--- src/rtl/config_loader_pkg.sv ---
// Shared types and constants for the logic-cell configuration loader.
// The CRC feature is enabled by CONFIG_LOADER_CRC_EN.
package config_pkg;

    localparam int          BITS_PER_CELL = 18;
    localparam logic [15:0] CRC_POLY      = 16'h1021;
    localparam logic [15:0] CRC_INIT      = 16'hFFFF;

    typedef enum logic [2:0] {
        ST_IDLE  = 3'd0,
        ST_LOAD  = 3'd1,
        ST_SHIFT = 3'd2,
        ST_DONE  = 3'd3,
        ST_ERROR = 3'd4
`ifdef CONFIG_LOADER_CRC_EN
        ,
        ST_CHECK = 3'd5
`endif
    } state_t;

endpackage

--- src/rtl/config_loader_if.sv ---
// Host-side bitstream word handshake for config_loader.
// Host is the master, the loader is the slave.
interface config_loader_if #(
    parameter int WORD_WIDTH = 8
) ();

    logic [WORD_WIDTH-1:0] i_Data;
    logic                  i_DataValid;
    logic                  o_DataReady;

    modport master (
        output i_Data,
        output i_DataValid,
        input  o_DataReady
    );

    modport slave (
        input  i_Data,
        input  i_DataValid,
        output o_DataReady
    );

endinterface

--- src/rtl/config_loader_crc16_serial.sv ---
// Bit-serial CRC-16-CCITT over the shifted configuration stream.
// Only instantiated when CONFIG_LOADER_CRC_EN is defined.
module crc16_serial
    import config_pkg::*;
(
    input  logic        clk,
    input  logic        rst_n,
    input  logic        i_Clear,
    input  logic        i_Enable,
    input  logic        i_Data,
    output logic [15:0] o_Crc
);

    logic [15:0] crc_q;
    logic [15:0] crc_d;
    logic        fb;

    // Next CRC: clear wins, otherwise one LFSR step per enabled bit.
    always_comb begin
        crc_d = crc_q;
        fb    = crc_q[15] ^ i_Data;
        if (i_Clear) begin
            crc_d = CRC_INIT;
        end else if (i_Enable) begin
            crc_d = {crc_q[14:0], 1'b0} ^ (fb ? CRC_POLY : 16'h0000);
        end
    end

    // CRC state register.
    always_ff @(posedge clk or negedge rst_n) begin
        if (!rst_n) begin
            crc_q <= CRC_INIT;
        end else begin
            crc_q <= crc_d;
        end
    end

    assign o_Crc = crc_q;

endmodule

--- src/rtl/config_loader.sv ---
// Loads a logic-cell chain from host words, one bit per cycle, LSB first.
// CONFIG_LOADER_CRC_EN adds a CRC-16 check state before DONE.
module config_loader #(
    parameter int NUM_CELLS     = 4,
    parameter int BITS_PER_CELL = config_pkg::BITS_PER_CELL,
    parameter int WORD_WIDTH    = 8
) (
    input  logic            i_ConfigClock,
    input  logic            i_Reset_n,
    input  logic            i_Start,
    input  logic            i_Abort,
    input  logic [15:0]     i_ExpectedCrc,
    config_loader_if.slave  host,
    output logic            o_ChainShiftData,
    output logic            o_ChainClockEnable,
    output logic            o_ConfigActive,
    output logic            o_Busy,
    output logic            o_Done,
    output logic            o_Error
);

    import config_pkg::*;

    localparam int TOTAL_BITS = NUM_CELLS * BITS_PER_CELL;
    localparam int NUM_WORDS  = TOTAL_BITS / WORD_WIDTH;
    localparam int WCW        = $clog2(NUM_WORDS + 1);
    localparam int BCW        = $clog2(WORD_WIDTH + 1);

    generate
        if (TOTAL_BITS % WORD_WIDTH != 0) begin : g_bad_width
            $error("chain length is not a whole number of words");
        end
    endgenerate

    state_t                state_q, state_d;
    logic [WORD_WIDTH-1:0] word_q, word_d;
    logic [WCW-1:0]        wcnt_q, wcnt_d;
    logic [BCW-1:0]        bcnt_q, bcnt_d;
    logic                  sd_q, sd_d;
    logic                  cen_q, cen_d;
    logic                  busy_q, busy_d;
    logic                  done_q, done_d;
    logic                  err_q, err_d;
    logic                  cfg_q, cfg_d;
    logic                  crc_clr;

`ifdef CONFIG_LOADER_CRC_EN
    logic [15:0] exp_q, exp_d;
    logic [15:0] crc;

    crc16_serial u_crc (
        .clk      (i_ConfigClock),
        .rst_n    (i_Reset_n),
        .i_Clear  (crc_clr),
        .i_Enable (cen_q),
        .i_Data   (sd_q),
        .o_Crc    (crc)
    );
`else
    logic unused_crc;
    assign unused_crc = ^{i_ExpectedCrc, crc_clr};
`endif

    // Sequencer: next state and next registered outputs.
    always_comb begin
        state_d = state_q;
        word_d  = word_q;
        wcnt_d  = wcnt_q;
        bcnt_d  = bcnt_q;
        sd_d    = 1'b0;
        cen_d   = 1'b0;
        busy_d  = busy_q;
        done_d  = done_q;
        err_d   = err_q;
        cfg_d   = cfg_q;
        crc_clr = 1'b0;
`ifdef CONFIG_LOADER_CRC_EN
        exp_d   = exp_q;
`endif
        unique case (state_q)
            ST_IDLE, ST_DONE, ST_ERROR: begin
                if (i_Start) begin
                    state_d = ST_LOAD;
                    wcnt_d  = '0;
                    busy_d  = 1'b1;
                    done_d  = 1'b0;
                    err_d   = 1'b0;
                    cfg_d   = 1'b0;
                    crc_clr = 1'b1;
`ifdef CONFIG_LOADER_CRC_EN
                    exp_d   = i_ExpectedCrc;
`endif
                end
            end
            ST_LOAD: begin
                if (i_Abort) begin
                    state_d = ST_ERROR;
                    busy_d  = 1'b0;
                    err_d   = 1'b1;
                end else if (host.i_DataValid) begin
                    state_d = ST_SHIFT;
                    sd_d    = host.i_Data[0];
                    cen_d   = 1'b1;
                    word_d  = host.i_Data >> 1;
                    bcnt_d  = '0;
                    wcnt_d  = wcnt_q + 1'b1;
                end
            end
            ST_SHIFT: begin
                if (i_Abort) begin
                    state_d = ST_ERROR;
                    busy_d  = 1'b0;
                    err_d   = 1'b1;
                end else if (bcnt_q == BCW'(WORD_WIDTH - 1)) begin
                    if (wcnt_q != WCW'(NUM_WORDS)) begin
                        state_d = ST_LOAD;
                    end else begin
`ifdef CONFIG_LOADER_CRC_EN
                        state_d = ST_CHECK;
`else
                        state_d = ST_DONE;
                        busy_d  = 1'b0;
                        done_d  = 1'b1;
                        cfg_d   = 1'b1;
`endif
                    end
                end else begin
                    sd_d   = word_q[0];
                    cen_d  = 1'b1;
                    word_d = word_q >> 1;
                    bcnt_d = bcnt_q + 1'b1;
                end
            end
`ifdef CONFIG_LOADER_CRC_EN
            ST_CHECK: begin
                busy_d = 1'b0;
                if (crc == exp_q) begin
                    state_d = ST_DONE;
                    done_d  = 1'b1;
                    cfg_d   = 1'b1;
                end else begin
                    state_d = ST_ERROR;
                    err_d   = 1'b1;
                end
            end
`endif
            default: begin
                state_d = ST_IDLE;
            end
        endcase
    end

    // State and output registers; reset leaves cells held cleared.
    always_ff @(posedge i_ConfigClock or negedge i_Reset_n) begin
        if (!i_Reset_n) begin
            state_q <= ST_IDLE;
            word_q  <= '0;
            wcnt_q  <= '0;
            bcnt_q  <= '0;
            sd_q    <= 1'b0;
            cen_q   <= 1'b0;
            busy_q  <= 1'b0;
            done_q  <= 1'b0;
            err_q   <= 1'b0;
            cfg_q   <= 1'b0;
`ifdef CONFIG_LOADER_CRC_EN
            exp_q   <= '0;
`endif
        end else begin
            state_q <= state_d;
            word_q  <= word_d;
            wcnt_q  <= wcnt_d;
            bcnt_q  <= bcnt_d;
            sd_q    <= sd_d;
            cen_q   <= cen_d;
            busy_q  <= busy_d;
            done_q  <= done_d;
            err_q   <= err_d;
            cfg_q   <= cfg_d;
`ifdef CONFIG_LOADER_CRC_EN
            exp_q   <= exp_d;
`endif
        end
    end

    assign host.o_DataReady   = (state_q == ST_LOAD);
    assign o_ChainShiftData   = sd_q;
    assign o_ChainClockEnable = cen_q;
    assign o_ConfigActive     = cfg_q;
    assign o_Busy             = busy_q;
    assign o_Done             = done_q;
    assign o_Error            = err_q;

endmodule

--- src/flat_wrapper.sv ---
// flat-port wrapper written by rule: the top's interface ports become plain ports
module config_loader_flat import config_pkg::*;
#(
    parameter int NUM_CELLS     = 4,
    parameter int BITS_PER_CELL = config_pkg::BITS_PER_CELL,
    parameter int WORD_WIDTH    = 8
)
  (i_ConfigClock, i_Reset_n, i_Start, i_Abort, i_ExpectedCrc, o_ChainShiftData, o_ChainClockEnable, o_ConfigActive, o_Busy, o_Done, o_Error, host_i_Data, host_i_DataValid, host_o_DataReady);
  config_loader_if #(.WORD_WIDTH(WORD_WIDTH)) host_i ();
  input  logic i_ConfigClock;
  input  logic i_Reset_n;
  input  logic i_Start;
  input  logic i_Abort;
  input  logic [15:0] i_ExpectedCrc;
  output logic o_ChainShiftData;
  output logic o_ChainClockEnable;
  output logic o_ConfigActive;
  output logic o_Busy;
  output logic o_Done;
  output logic o_Error;
  input wire logic [$bits(host_i.i_Data)-1:0] host_i_Data;
  input wire logic [$bits(host_i.i_DataValid)-1:0] host_i_DataValid;
  output wire logic [$bits(host_i.o_DataReady)-1:0] host_o_DataReady;
  assign host_i.i_Data = host_i_Data;
  assign host_i.i_DataValid = host_i_DataValid;
  assign host_o_DataReady = host_i.o_DataReady;
  config_loader #(.NUM_CELLS(NUM_CELLS), .BITS_PER_CELL(BITS_PER_CELL), .WORD_WIDTH(WORD_WIDTH)) u_core (.i_ConfigClock(i_ConfigClock), .i_Reset_n(i_Reset_n), .i_Start(i_Start), .i_Abort(i_Abort), .i_ExpectedCrc(i_ExpectedCrc), .host(host_i), .o_ChainShiftData(o_ChainShiftData), .o_ChainClockEnable(o_ChainClockEnable), .o_ConfigActive(o_ConfigActive), .o_Busy(o_Busy), .o_Done(o_Done), .o_Error(o_Error));
endmodule
--- config.mk ---
export PLATFORM = sky130hd
export DESIGN_NAME = config_loader_flat
export DESIGN_NICKNAME = d
export VERILOG_FILES = /design/src/rtl/config_loader_pkg.sv /design/src/rtl/config_loader_if.sv /design/src/rtl/config_loader_crc16_serial.sv /design/src/rtl/config_loader.sv /design/src/flat_wrapper.sv
export SDC_FILE = /design/constraint.sdc
export NUM_CORES = 1
export LEC_CHECK = 0
export ABC_AREA = 0
export BUFFER_PORTS_ARGS = -buffer_cell sky130_fd_sc_hd__buf_2
export CORE_ASPECT_RATIO = 0.75
export CORE_MARGIN = 3
export CORE_UTILIZATION = 40
export CTS_CLUSTER_DIAMETER = 200
export DETAILED_ROUTE_END_ITERATION = 12
export PLACE_DENSITY = 0.66
export SLEW_MARGIN = 20
export SYNTH_ARGS = -nofsm -noshare
export SYNTH_HDL_FRONTEND = slang
export SYNTH_SLANG_ARGS = --single-unit
export TNS_END_PERCENT = 50
--- constraint.sdc ---
create_clock -name i_ConfigClock -period 1.7 [get_ports i_ConfigClock]
set_clock_uncertainty 0.1 [all_clocks]
set_input_delay 0.17 -clock i_ConfigClock [delete_from_list [all_inputs] [get_ports i_ConfigClock]]
set_output_delay 0.17 -clock i_ConfigClock [all_outputs]
set_load 0.005 [all_outputs]
==> summary.md <==
| Metric | Value |
|---|---|
| Crit-path max FO | 7 |
| DR iter-0 viols | 40 |
| Clock latency on the worst-skew pair | 0.26 ns |
| Core Region | approximately 2700 um2 |
| Max-slew violations | 0 |
| WP depth | 6 |
| Post-DR wirelength/cell | 13.72 um |
| Synth Flop Type | dfrtp_1 |
| Post-synthesis async set-or-reset flop share | 1.000 |
| Port Buffers | 19 |
| CTS Buffer Depth | 2 |
| Int Pwr | about 1.4 mW |
| Vias | 984 |
| Post-route cell area | 1538 um2 |
| Vias per cell | 5.179 |
| Post-DRT Antenna Nets | 0 |
| Tightest Hold Check Type | in2reg |
| Kind of end point of the critical path | register |
| Slew margin rel. | 0.6597 |
| Clock Tree Root | clkbuf_8 |
| Final hold slack | 0.01568 ns |
| Seq pwr share | 0.417 |
| Finished Core Util | 0.5648 |
| Clk pwr share | 0.157 |
| Worst setup slack after layout | roughly 0.051 ns |
| Setup TNS | 0 ns |
| Reg-to-reg slack, setup | just over 0.05 ns |
| Diodes inserted | 0 |
| Seq cells post-synth | 23 |
| CTS buffer count | 3 |
| Fin crit share | 0.9702 |
| FF-to-FF path depth | 6 |
| Worst IR Drop VDD | about 0.00063 V |
| TritonRoute pass-1 iters | 4 |
| Gr usage total | 0.1510 |
| CTS tree | done |
| Worst EP required | 1.78 ns |
| Count of final setup violators | 0 |
| Layout cells sized above 1 | 0.3766 |
| Row Count | 16 |
| Max incr delay on CP | 0.46 ns |
| GPL Wtd Cong | 0.7916 |
| Initial antenna violation count | 0 |
| CP arrival | 1.73 ns |
| Global-route wire length before repair | 4.333 mm |
| Total power | 2.146 mW |
| Reg2reg start | u_core.state_q[0] |
| Final hold violation count | 0 |
| Psw | 0.7580 mW |
| Leakage power | around 0.74 nW |
| CP top delay family | compound AO/OA/AOI/OAI gates |
| Cell with the most instances after synthesis | dfrtp_1 |
| Status | completed |
| Top-area cell type share of the netlist area | 0.4807 |
| Worst Path Buf+Inv | 2 |
| DRT Wirelength | 2.607 mm |
| Dpl ws | -0.01246 ns |
| Setup crit end | u_core.state_q[0] |
| Die Y | between 50 and 60 um |
| Fmax | 606.3 MHz |
| Syn avg cell area | 10.41 um2 |
| Die Span X | roughly 69 um |
| R2r endpoint | u_core.state_q[0] |
| Slew @ Worst Pin | 0.5105 ns |
| Critical Path, Cell by Cell | nor4b_4 > buf_4 > buf_4 > a211oi_4 > a21oi_1 > a41oi_1 |
| CP Launch Type | register |
| Post-Syn Area | between 1000 and 1500 um2 |
| Synthesis-to-layout area growth | 28.42% |
| Ys Warns | 0 |
| Period minus WS final | between 1.5 and 2 ns |
| Post-synth EDFFs | 0 |
| Top Ports | 36 |
| Vias in the first global route | 946 |
| DIE AREA | roughly 3700 um2 |
| Worst setup path class | reg2reg |
| CTS clk-pin slew, worst paths | 0.08 ns |
| Synth area leaders | dfrtp_1 (48%), nor4b_4 (4.0%), a21oi_1 (3.8%) |
| Synthesized net count | 147 |
| Sinks on Clock Net | 23 |
| Worst path most repeated cell | buf_4 |
| Layout Cells excl Fill | 190 |
| Total gr overflow | 0 |
| Cell taking the most area after synthesis | dfrtp_1 |
| Post-synth cell types | 36 |
| Max-cap viol count | 0 |
| DRC Markers | 0 |
| Sw Ratio | 0.3532 |
| Cell count after placement | around 180 |
| Cell area after placement | 1403 um2 |
| Pwr Density | 1396 nW/um2 |
| Largest net degree at the start of global routing | 24 |
| Seq/Total Area, Yosys | 0.4807 |
| Post-Syn Instances | 115 |
| Final net count | 187 |
| Logic gate share of total power | 0.426 |
| H-tree Lvls | 1 |
| Initial Util | 0.4398 |
| Hpwl dp | 1.928 mm |
| Slowest CP cell | dfrtp_2 |
| Crit path launch | u_core.state_q[0] |
| Most frequent cells after synthesis | dfrtp_1 (23), inv_1 (10), a21oi_1 (9) |
tightest hold or removal path, delay by kind of cell:
kind / cells / cell delay, ns
AOI/OAI and AO/OA: 1 / 0.06
buffers and inverters: 1 / 0.08
and+or+nand+nor: 1 / 0.03
per-layer routing:
metal  part of all wire  routed length (um)  global-route usage  vias up
li1                   -                   -                   -      488
met2               0.46                1206              0.2547       11
met5                  0                   0                   0        -
met4             0.0038                  10             0.03896        0
met3              0.033                  86             0.04554        2
met1               0.50                1302              0.1907      483
registers in the layout (all words and copies together), names as in the netlist:
register                   flops
u_core.o_ChainClockEnable      1
u_core.o_ConfigActive          1
u_core.o_Busy                  1
u_core.wcnt_q                  4
u_core.o_Error                 1
u_core.bcnt_q                  4
u_core.o_ChainShiftData        1
u_core.state_q                 3
u_core.word_q                  7
worst min-delay path by stage:
stage	startpoint	endpoint	cells past startpoint
2_1_floorplan	i_Reset_n	u_core.bcnt_q[0]	0
3_3_place_gp	i_Reset_n	u_core.wcnt_q[0]	1
3_5_place_dp	i_Reset_n	u_core.word_q[5]	1
4_1_cts	host_i_Data[0]	u_core.o_ChainShiftData	3
5_1_grt	host_i_Data[7]	u_core.word_q[6]	2
6_report	host_i_Data[0]	u_core.o_ChainShiftData	3
power by group through the flow:
stage	clock, mW	combinational (mW)	sequential [mW]
after global placement	0	0.790	0.888
after floorplan	0	0.551	0.860
final	0.336	0.915	0.895
after CTS	0.340	0.848	0.894
after global routing	0.363	1.01	0.924
after detailed placement	0	0.822	0.903
area by class of cell:
| type | count | area, um2 |
|---|---|---|
| flip-flops and latches | 23 | 579.3 |
| multi-input cells | 78 | 583.1 |
| fillers | 259 | 1185 |
| clock buffers | 4 | 45.04 |
| well taps | 36 | 45.04 |
| repair buffers | 39 | 247.7 |
| inverters | 10 | 37.54 |
repair_timing:
| action | 4_1_cts | 5_1_grt |
|---|---|---|
| hold buffers | 1 | 0 |
| gates resized for setup | 1 | 8 |
| pin swaps | 1 | 5 |
| setup buffers | 2 | 5 |
| hold endpoints to repair | 23 | 0 |
| setup endpoints to repair | 8 | 14 |
kinds of logic (layout without fill, tap and decap cells):
kind of cell	Yosys count	in the layout	synth area share
mux	2	2	0.01672
buf+inv	14	53	0.05225
fa+ha+maj	3	3	0.03135
compound gates	34	34	0.1808
simple gates	36	36	0.2163
xor+xnor	3	3	0.02195
flops	23	23	0.4807
layout by cell type (no fill, tap or decap), types with 3 or more instances in the layout:
cell type / Yosys / routed
nand2b_1: 3 / 3
o21ai_0: 8 / 7
xor2_1: 3 / 3
buf_2: 2 / 19
a21oi_1: 9 / 8
dfrtp_1: 23 / 20
nand2_1: 4 / 4
clkbuf_8: 0 / 3
nand3b_1: 4 / 4
inv_1: 10 / 10
o22ai_1: 6 / 6
dfrtp_2: 0 / 3
buf_4: 2 / 19
nor2_1: 6 / 6
nand3_1: 4 / 4
(Power assumes the default switching activity.)
